[config.mk]
export PLATFORM = sky130hd
export DESIGN_NAME = multi_btn_debouncer
export DESIGN_NICKNAME = d
export VERILOG_FILES = /design/src/rtl/btn_pkg.sv /design/src/rtl/debounce_channel.sv /design/src/rtl/multi_btn_debouncer.sv
export SDC_FILE = /design/constraint.sdc
export NUM_CORES = 1
export LEC_CHECK = 0
export ABC_CLOCK_PERIOD_IN_PS = 2000
export CORE_ASPECT_RATIO = 0.75
export CORE_MARGIN = 2
export CORE_UTILIZATION = 59
export DETAILED_ROUTE_END_ITERATION = 8
export PLACE_DENSITY = 0.83
export SYNTH_ARGS = -nofsm -noshare
export SYNTH_HDL_FRONTEND = slang
export SYNTH_SLANG_ARGS = --single-unit
export TNS_END_PERCENT = 10
[constraint.sdc]
create_clock -name clk -period 2 [get_ports clk]
set_clock_uncertainty 0.2 [all_clocks]
set_input_delay 0.3 -clock clk [delete_from_list [all_inputs] [get_ports clk]]
set_output_delay 0.3 -clock clk [all_outputs]
set_load 0.05 [all_outputs]
[src/rtl/btn_pkg.sv]
// Shared types for the multi-button debouncer: the per-channel FSM state encoding.
package btn_pkg;

  typedef enum logic [1:0] {
    LOW       = 2'd0,
    WAIT_HIGH = 2'd1,
    HIGH      = 2'd2,
    WAIT_LOW  = 2'd3
  } btn_state_e;

endpackage : btn_pkg

[src/rtl/debounce_channel.sv]
// One debounced button: synchroniser chain, 4-state stability FSM and
// long-press timer, with all outputs registered.
module debounce_channel
  import btn_pkg::*;
#(
  parameter int SYNC_STAGES   = 2,
  parameter int STABLE_CYCLES = 8,
  parameter int LONG_CYCLES   = 32
) (
  input  logic clk,
  input  logic rst_n,
  input  logic btn_i,
  output logic level_o,
  output logic rise_o,
  output logic fall_o,
  output logic long_o
);

  localparam int CNT_W  = (STABLE_CYCLES > 1) ? $clog2(STABLE_CYCLES) : 1;
  localparam int LONG_W = $clog2(LONG_CYCLES + 1);

  // The long timer stops at LONG_CYCLES so it can never wrap into a second pulse.
  function automatic logic [LONG_W-1:0] sat_inc(input logic [LONG_W-1:0] v);
    return (v == LONG_W'(LONG_CYCLES)) ? v : v + LONG_W'(1);
  endfunction

  logic [SYNC_STAGES-1:0] sync_q;
  btn_state_e             state_q;
  logic [CNT_W-1:0]       cnt_q;
  logic [LONG_W-1:0]      long_q;
  logic [LONG_W-1:0]      long_d;
  logic                   long_hit_d;
  logic                   level_q, rise_q, fall_q, long_pulse_q;
  logic                   s;
  logic                   cnt_done;

  assign s          = sync_q[SYNC_STAGES-1];
  assign cnt_done   = (cnt_q == CNT_W'(STABLE_CYCLES - 1));
  assign long_d     = sat_inc(long_q);
  assign long_hit_d = (long_q == LONG_W'(LONG_CYCLES - 1));

  always_ff @(posedge clk or negedge rst_n) begin
    if (!rst_n) begin
      sync_q       <= '0;
      state_q      <= LOW;
      cnt_q        <= '0;
      long_q       <= '0;
      level_q      <= 1'b0;
      rise_q       <= 1'b0;
      fall_q       <= 1'b0;
      long_pulse_q <= 1'b0;
    end else begin
      sync_q       <= {sync_q[SYNC_STAGES-2:0], btn_i};
      rise_q       <= 1'b0;
      fall_q       <= 1'b0;
      long_pulse_q <= 1'b0;
      case (state_q)
        LOW: begin
          if (s) begin
            state_q <= WAIT_HIGH;
            cnt_q   <= CNT_W'(1);
          end else begin
            cnt_q   <= '0;
          end
        end
        WAIT_HIGH: begin
          if (!s) begin
            state_q <= LOW;
            cnt_q   <= '0;
          end else if (cnt_done) begin
            state_q <= HIGH;
            cnt_q   <= '0;
            level_q <= 1'b1;
            rise_q  <= 1'b1;
            long_q  <= '0;
          end else begin
            cnt_q   <= cnt_q + CNT_W'(1);
          end
        end
        HIGH: begin
          long_q       <= long_d;
          long_pulse_q <= long_hit_d;
          if (!s) begin
            state_q <= WAIT_LOW;
            cnt_q   <= CNT_W'(1);
          end
        end
        WAIT_LOW: begin
          // A bounce back to 1 resumes HIGH without disturbing the long timer.
          if (s) begin
            state_q      <= HIGH;
            cnt_q        <= '0;
            long_q       <= long_d;
            long_pulse_q <= long_hit_d;
          end else if (cnt_done) begin
            state_q <= LOW;
            cnt_q   <= '0;
            level_q <= 1'b0;
            fall_q  <= 1'b1;
            long_q  <= '0;
          end else begin
            cnt_q        <= cnt_q + CNT_W'(1);
            long_q       <= long_d;
            long_pulse_q <= long_hit_d;
          end
        end
        default: begin
          state_q <= LOW;
          cnt_q   <= '0;
        end
      endcase
    end
  end

  assign level_o = level_q;
  assign rise_o  = rise_q;
  assign fall_o  = fall_q;
  assign long_o  = long_pulse_q;

endmodule : debounce_channel

[src/rtl/multi_btn_debouncer.sv]
// N_BTN independent button debouncers with level, edge and long-press outputs.
module multi_btn_debouncer #(
  parameter int N_BTN         = 4,
  parameter int SYNC_STAGES   = 2,
  parameter int STABLE_CYCLES = 8,
  parameter int LONG_CYCLES   = 32
) (
  input  logic             clk,
  input  logic             reset,
  input  logic [N_BTN-1:0] i_btn,
  output logic [N_BTN-1:0] o_level,
  output logic [N_BTN-1:0] o_rise,
  output logic [N_BTN-1:0] o_fall,
  output logic [N_BTN-1:0] o_long
);

  for (genvar g = 0; g < N_BTN; g++) begin : g_ch
    debounce_channel #(
      .SYNC_STAGES  (SYNC_STAGES),
      .STABLE_CYCLES(STABLE_CYCLES),
      .LONG_CYCLES  (LONG_CYCLES)
    ) u_ch (
      .clk    (clk),
      .rst_n  (reset),
      .btn_i  (i_btn[g]),
      .level_o(o_level[g]),
      .rise_o (o_rise[g]),
      .fall_o (o_fall[g]),
      .long_o (o_long[g])
    );
  end

endmodule : multi_btn_debouncer
==> impl_metrics.py, run 1 <==
metrics = {
    "status": {
        "status": "complete, no violations",
    },
    "placed_design": {
        "gp_congestion": 0.8047,
        "hpwl_mm": 3.936,
        "port_buffers": 21,
        "dp_cells": 402,
    },
    "floorplan": {
        "rows": 23,
        "die-width_um": 90.92,
        "io_pins": 22,
        "die_area_sq_um": 6291,
        "die_y_um": 69.19,
        "core_area_sq_um": 5410,
        "start_util_pct": 61.79,
    },
    "grt": {
        "overflow": 0,
        "grt_pass1_wl_mm": 10.28,
        "antenna_found_initial": 0,
        "grt_max_degree": 69,
        "grt_usage_pct": 20.41,
        "grt_pass1_vias": 2287,
    },
    "finish": {
        "nets": 361,
        "drive_above_1_share_pct": 8.746,
        "n_antenna_cell": 0,
        "mostFrequentLayoutCells": "dfrtp_1 (68), nor2_1 (40), nand2_1 (32)",
        "fillers": 413,
        "area_delta_synth_final_pct": 10.07,
        "final_common_cell": "dfrtp_1",
        "finalNonFillerCells": 418,
    },
    "power_and_ir_drop": {
        "ir_worst_vdd_mv": 0.4182,
        "cellPowerDensity_nw_per_um2": 759.8,
        "p_leak_uw": 0.001768,
    },
    "sta": {
        "layout_min_cycle_time_ns": 1.956,
        "hold_viol": 0,
        "layout_worst_path_cycle_share_pct": 97.80,
        "max_freq_mhz": 511.2,
        "slew_viol_final": 0,
        "rsz0062_at_grt": "no",
        "tightest_slew_ns": 0.6696,
        "slew_headroom_pct": 55.36,
        "finalSetupViolCount": 0,
        "fin_tns_setup_ns": 0,
    },
    "yosys": {
        "synth_edf_count": 0,
        "async_flop_share_pct": 100.0,
        "synth_top_area_cell": "dfrtp_1",
        "yosys_warnings": 0,
        "yosysTopAreaCellShare_pct": 50.90,
        "synthCells": 337,
        "synthesis.area_sq_um": 3343,
        "synth_nets": 359,
        "yosys-top-cells-area": "dfrtp_1 (51%), ha_1 (6.0%), nor2_1 (4.5%)",
        "ys_seq_elements": 68,
        "yosysUniqueCellTypes": 40,
        "yosysSeqAreaShare_pct": 50.90,
        "synthFlopType": "dfrtp_1",
        "postSynthAreaPerCell_sq_um": 9.920,
    },
    "setup_path": {
        "slowest_delay_ns": 0.79,
        "r2r_cells": 6,
        "crit_arrival_ns": 1.46,
        "worstPathMaxFanout": 1,
        "cp-start-kind": "flip-flop",
        "path_class": "reg2out",
        "worstPathRequired_ns": 1.50,
        "worstSetupEndpointType": "output port",
        "cp_slowest_cell": "clkdlybuf4s50_1",
        "path_delay_family": "buffers and inverters",
        "crit_cells": 1,
        "critPathBufInv": 1,
        "crit_chain": "clkdlybuf4s50_1",
    },
    "clocking": {
        "cts_made_buffers": 9,
        "clockBufferDepth": 2,
        "htreeDepth": 3,
        "cts.sinks": 68,
        "clock_latency_ns": 0.34,
        "root_buffer": "clkbuf_8",
        "postCtsSetupBuffers": 0,
        "cts_tree": "done",
        "cts.clk_slew.worst_paths_ns": 0.07,
    },
    "worst_hold_path": {
        "worstHoldPathType": "reg2reg",
        "worstHoldPathCells": 0,
    },
    "drt": {
        "wl_per_cell_um": 13.91,
        "via_per_inst": 5.639,
        "postRouteAntennaNets": 0,
        "vias": 2357,
        "drc": 0,
        "first_pass_iters": 4,
        "wl_mm": 5.815,
        "drt_iter0_drc": 96,
    },
    "flow_run": {
        "max_cap_violations": 0,
    },
}
logic make-up after synthesis:
family | count (synthesis) | share of synthesized area, %
AO/OA/AOI/OAI | 72 | 13.74
XOR/XNOR | 9 | 2.358
adder cells (fa/ha/maj) | 16 | 5.988
buffers and inverters | 42 | 7.036
flip-flops | 68 | 50.90
multiplexers | 2 | 0.6362
AND/OR/NAND/NOR | 128 | 19.35
per-layer routing:
| layer | GRT usage, % | up-vias | routed length, um |
|---|---|---|---|
| met4 | 5.387 | 0 | 55 |
| li1 | - | 1177 | - |
| met5 | 0 | - | 0 |
| met1 | 27.01 | 1124 | 2786 |
| met2 | 32.18 | 46 | 2711 |
| met3 | 7.391 | 10 | 261 |
synthesized netlist by cell type, types with 2 or more instances:
cell / count
dfrtp_1: 68
nor2_1: 40
nand2_1: 32
a21oi_1: 21
nand3_1: 17
buf_4: 16
ha_1: 16
o21ai_0: 15
buf_2: 14
a211oi_1: 12
inv_1: 9
nand4_1: 7
o22ai_1: 7
a21o_1: 6
xnor2_1: 5
and2_1: 4
and3_1: 4
nor2b_1: 4
xor2_1: 4
a32o_1: 3
clkbuf_1: 3
nand3b_1: 3
nor4b_1: 3
a22o_1: 2
a31oi_1: 2
and3_4: 2
nand2b_1: 2
nor3_1: 2
nor4_1: 2
nor4_2: 2
layout make-up:
| class | instances | area, sq um | area share [%] |
|---|---|---|---|
| clock inverter | 1 | 30.03 | 0.8160 |
| timing repair buffer | 24 | 241.5 | 6.562 |
| sequential | 68 | 1702 | 46.24 |
| tap | 75 | 93.84 | 2.550 |
| inverter | 9 | 33.78 | 0.9181 |
| clock buffer | 14 | 172.7 | 4.692 |
| multi-input combinational | 227 | 1406 | 38.22 |
where the power goes:
group          switching [uW]  total, uW  internal [uW]
clock                     465       1140            672
sequential               63.4       1480           1420
combinational            91.0        175           83.8
timing repair:
action / CTS / global route
gates cloned: 0 / 0
gates resized for setup: 1 / 4
hold endpoints to repair: 68 / 0
hold buffers: 1 / 0
endpoints found under the setup margin: 1 / 4
path summary, 6_finish.rpt:
| kind | startpoint | end | slack (ns) |
|---|---|---|---|
| min in group asynchronous | reset | g_ch[2].u_ch.long_q[4]$_DFFE_PN0P_ | 0.30 |
| worst min register to register | g_ch[3].u_ch.sync_q[0]$_DFF_PN0_ | g_ch[3].u_ch.sync_q[1]$_DFF_PN0_ | 0.15 |
| worst max register to register | g_ch[3].u_ch.cnt_q[0]$_DFFE_PN0P_ | g_ch[3].u_ch.long_q[4]$_DFFE_PN0P_ | 0.17 |
| worst min-delay path | g_ch[3].u_ch.sync_q[0]$_DFF_PN0_ | g_ch[3].u_ch.sync_q[1]$_DFF_PN0_ | 0.15 |
| max in group asynchronous | reset | g_ch[0].u_ch.fall_o$_DFF_PN0_ | 1.01 |
| worst max-delay path | g_ch[1].u_ch.fall_o$_DFF_PN0_ | o_fall[1] | 0.04 |
per-stage QoR:
step | util [%] | hold slack, ns | total power (uW) | cell area (sq um) | setup WS [ns]
floorplan | - | -0.1956 | 1610 | 3343 | 0.3036
global placement | 63.92 | 0.1318 | 1669 | 3458 | 0.2159
detailed placement | 63.92 | 0.1379 | 1682 | 3458 | 0.1469
CTS | 67.83 | 0.1534 | 2839 | 3670 | 0.0002526
global route | 68.02 | 0.1562 | 2934 | 3680 | 0.00003220
finish | 68.02 | 0.1505 | 2796 | 3680 | 0.04394
state kept, by name (all words and copies together), names as in the netlist, named ones only:
| register | flops |
|---|---|
| g_ch.u_ch.long_q | 24 |
| g_ch.u_ch.state_q | 4 |
| g_ch.u_ch.sync_q | 8 |
| g_ch.u_ch.fall_o | 4 |
| g_ch.u_ch.level_o | 4 |
| g_ch.u_ch.rise_o | 4 |
| g_ch.u_ch.long_o | 4 |
| g_ch.u_ch.cnt_q | 12 |
(Power assumes the default switching activity.)
==> inputs of run 2 (changes only) <==
--- a/config.mk
+++ b/config.mk
@@ -8,2 +8,3 @@
 export ABC_CLOCK_PERIOD_IN_PS = 2000
+export CAP_MARGIN = 40
 export CORE_ASPECT_RATIO = 0.75
==> constraint.sdc (replaced) <==
create_clock -name clk -period 2 [get_ports clk]
set_clock_uncertainty 0.2 [all_clocks]
set_input_delay 0.4 -clock clk [delete_from_list [all_inputs] [get_ports clk]]
set_output_delay 0.4 -clock clk [all_outputs]
set_load 0.05 [all_outputs]
==> run 2 against run 1 <==
Effect of this change: sequential share of layout area fell by 0.25 points; die area did not move; global-route usage fell by 0.99 points; first-iteration DRC count fell by 8.3%; sequential power barely moved; critical path depth rose by 5; flip-flop and latch count did not move; critical endpoint is now g_ch[3].u_ch.long_q[5]$_DFFE_PN0P_; largest cell class unchanged.
==> impl_metrics.py, run 2 (same netlist as run 1, synthesis figures left out) <==
metrics = {
    "status": {
        "status": "complete, no violations",
    },
    "drt": {
        "wl_mm": 5.537,
        "vias": 2365,
        "postRouteAntennaNets": 0,
        "drc": 0,
        "drt_iter0_drc": 88,
        "wl_per_cell_um": 13.18,
        "first_pass_iters": 4,
        "via_per_inst": 5.631,
    },
    "placed_design": {
        "port_buffers": 21,
        "gp_congestion": 0.8126,
        "dp_slack_ns": 0.08360,
        "hpwl_mm": 3.814,
        "dp_cells": 403,
    },
    "grt": {
        "grt_pass1_vias": 2183,
        "gr-max-usage-layer": "met2",
        "overflow": 0,
        "grt_pass1_wl_mm": 9.646,
        "grtUsageMet1_pct": 25.59,
        "grt_max_degree": 30,
        "grt_usage_pct": 19.42,
        "antenna_found_initial": 0,
        "grt_use_met3_pct": 6.522,
        "use_met2_pct": 28.97,
    },
    "sta": {
        "max_freq_mhz": 547.4,
        "fin_tns_setup_ns": 0,
        "rsz0062_at_grt": "no",
        "hold_viol": 0,
        "tightest_slew_ns": 0.6603,
        "slew_headroom_pct": 55.98,
        "layout_worst_path_cycle_share_pct": 91.34,
        "finalSetupViolCount": 0,
        "slew_viol_final": 0,
        "layout_setup_ws_ns": 0.1731,
        "layout_min_cycle_time_ns": 1.827,
    },
    "power_and_ir_drop": {
        "ir_worst_vdd_mv": 0.6273,
        "p_leak_uw": 0.001730,
        "cellPowerDensity_nw_per_um2": 797.9,
    },
    "clocking": {
        "clockBufferDepth": 2,
        "clock_latency_ns": 0.35,
        "cts.clk_slew.worst_paths_ns": 0.08,
        "htreeDepth": 3,
        "cts.sinks": 68,
        "cts_made_buffers": 9,
        "cts_tree": "done",
        "root_buffer": "clkbuf_8",
    },
    "finish": {
        "area_delta_synth_final_pct": 10.67,
        "regMostFlops": "g_ch.u_ch.long_q",
        "mostFrequentLayoutCells": "dfrtp_1 (68), nor2_1 (40), nand2_1 (32)",
        "final_core_util_pct": 68.39,
        "largest_registers": "g_ch.u_ch.long_q (24), g_ch.u_ch.cnt_q (12), g_ch.u_ch.sync_q (8)",
        "drive_above_1_share_pct": 13.62,
        "final_common_cell": "dfrtp_1",
        "finalNonFillerCells": 420,
        "largest_reg_flops": 24,
        "n_antenna_cell": 0,
        "nets": 362,
    },
    "worst_hold_path": {
        "worstHoldPathType": "reg2reg",
    },
    "setup_path": {
        "worstPathMaxFanout": 5,
        "crit_arrival_ns": 1.89,
        "worstSetupEndpointType": "flip-flop",
        "path_class": "reg2reg",
        "cp-start-kind": "flip-flop",
        "worstPathRequired_ns": 2.06,
    },
    "floorplan": {
        "start_util_pct": 61.79,
        "io_pins": 22,
        "die_y_um": 69.19,
        "rows": 23,
        "die_area_sq_um": 6291,
        "die-width_um": 90.92,
        "core_area_sq_um": 5410,
    },
    "flow_run": {
        "max_cap_violations": 0,
    },
}
[run 2: cell types whose count changed in the layout (fill, tap and decap cells not counted), sizes merged, moves of 2 or more]
| cell | previous run | this run |
|---|---|---|
| clkbuf | 14 | 11 |
| buf | 7 | 20 |
| clkdlybuf4s50 | 11 | 4 |
| dlymetal6s2s | 4 | 0 |
| clkinvlp | 0 | 2 |
[run 2: final timing paths]
| path | to | cells past startpoint | slack, ns | startpoint |
|---|---|---|---|---|
| max in group asynchronous | g_ch[2].u_ch.sync_q[0]$_DFF_PN0_ | 3 | 0.72 | reset |
| worst min register to register | g_ch[3].u_ch.sync_q[1]$_DFF_PN0_ | 0 | 0.15 | g_ch[3].u_ch.sync_q[0]$_DFF_PN0_ |
| worst max register to register | g_ch[3].u_ch.long_q[5]$_DFFE_PN0P_ | 6 | 0.17 | g_ch[3].u_ch.cnt_q[0]$_DFFE_PN0P_ |
| worst min-delay path | g_ch[3].u_ch.sync_q[1]$_DFF_PN0_ | 0 | 0.15 | g_ch[3].u_ch.sync_q[0]$_DFF_PN0_ |
| worst max-delay path | g_ch[3].u_ch.long_q[5]$_DFFE_PN0P_ | 6 | 0.17 | g_ch[3].u_ch.cnt_q[0]$_DFFE_PN0P_ |
| min in group asynchronous | g_ch[2].u_ch.cnt_q[2]$_DFFE_PN0P_ | 2 | 0.36 | reset |
[run 2: layout make-up]
type	instances	area, sq um
Tap cell	75	93.84
Multi-Input combinational cell	227	1413
Clock buffer	11	151.4
Clock inverter	5	83.83
Sequential cell	68	1702
Timing Repair Buffer	25	222.7
Fill cell	403	1710
Inverter	9	33.78
[run 2: metal layers]
layer	vias up	wire length, um
met5	-	0
met4	0	95
met3	13	242
met2	53	2542
met1	1120	2656
li1	1179	-
[run 2: stage by stage]
step / cell area, sq um / hold WS (ns) / power, uW
2_1_floorplan: 3343 / -0.09559 / 1610
3_3_place_gp: 3448 / 0.1346 / 1673
3_5_place_dp: 3448 / 0.1387 / 1686
4_1_cts: 3694 / 0.1550 / 2990
5_1_grt: 3700 / 0.1575 / 3082
6_report: 3700 / 0.1516 / 2952
[run 2: worst max-delay path, stage by stage (launching register included)]
cell and delay [ns]:
dfrtp_1 0.41, ha_1 0.22, ha_1 0.26, nand2_1 0.14
nor2_1 0.06, and2_1 0.21, nor4_2 0.26
[run 2: power breakdown]
group / switching [uW] / leakage, uW / internal (uW) / total (uW)
Sequential: 64.6 / 0.000906 / 1420 / 1480
Clock: 520 / 0.000112 / 772 / 1290
Combinational: 90.2 / 0.000712 / 87.1 / 177
Total: 674 / 0.00173 / 2280 / 2950
[run 2: what timing repair did]
| item | CTS | global route |
|---|---|---|
| buffers inserted | 0 | 0 |
| hold buffers | 1 | 0 |
| resized for setup | 0 | 1 |
| endpoints found under the setup margin | 0 | 1 |
| hold endpoints to repair | 18 | 0 |
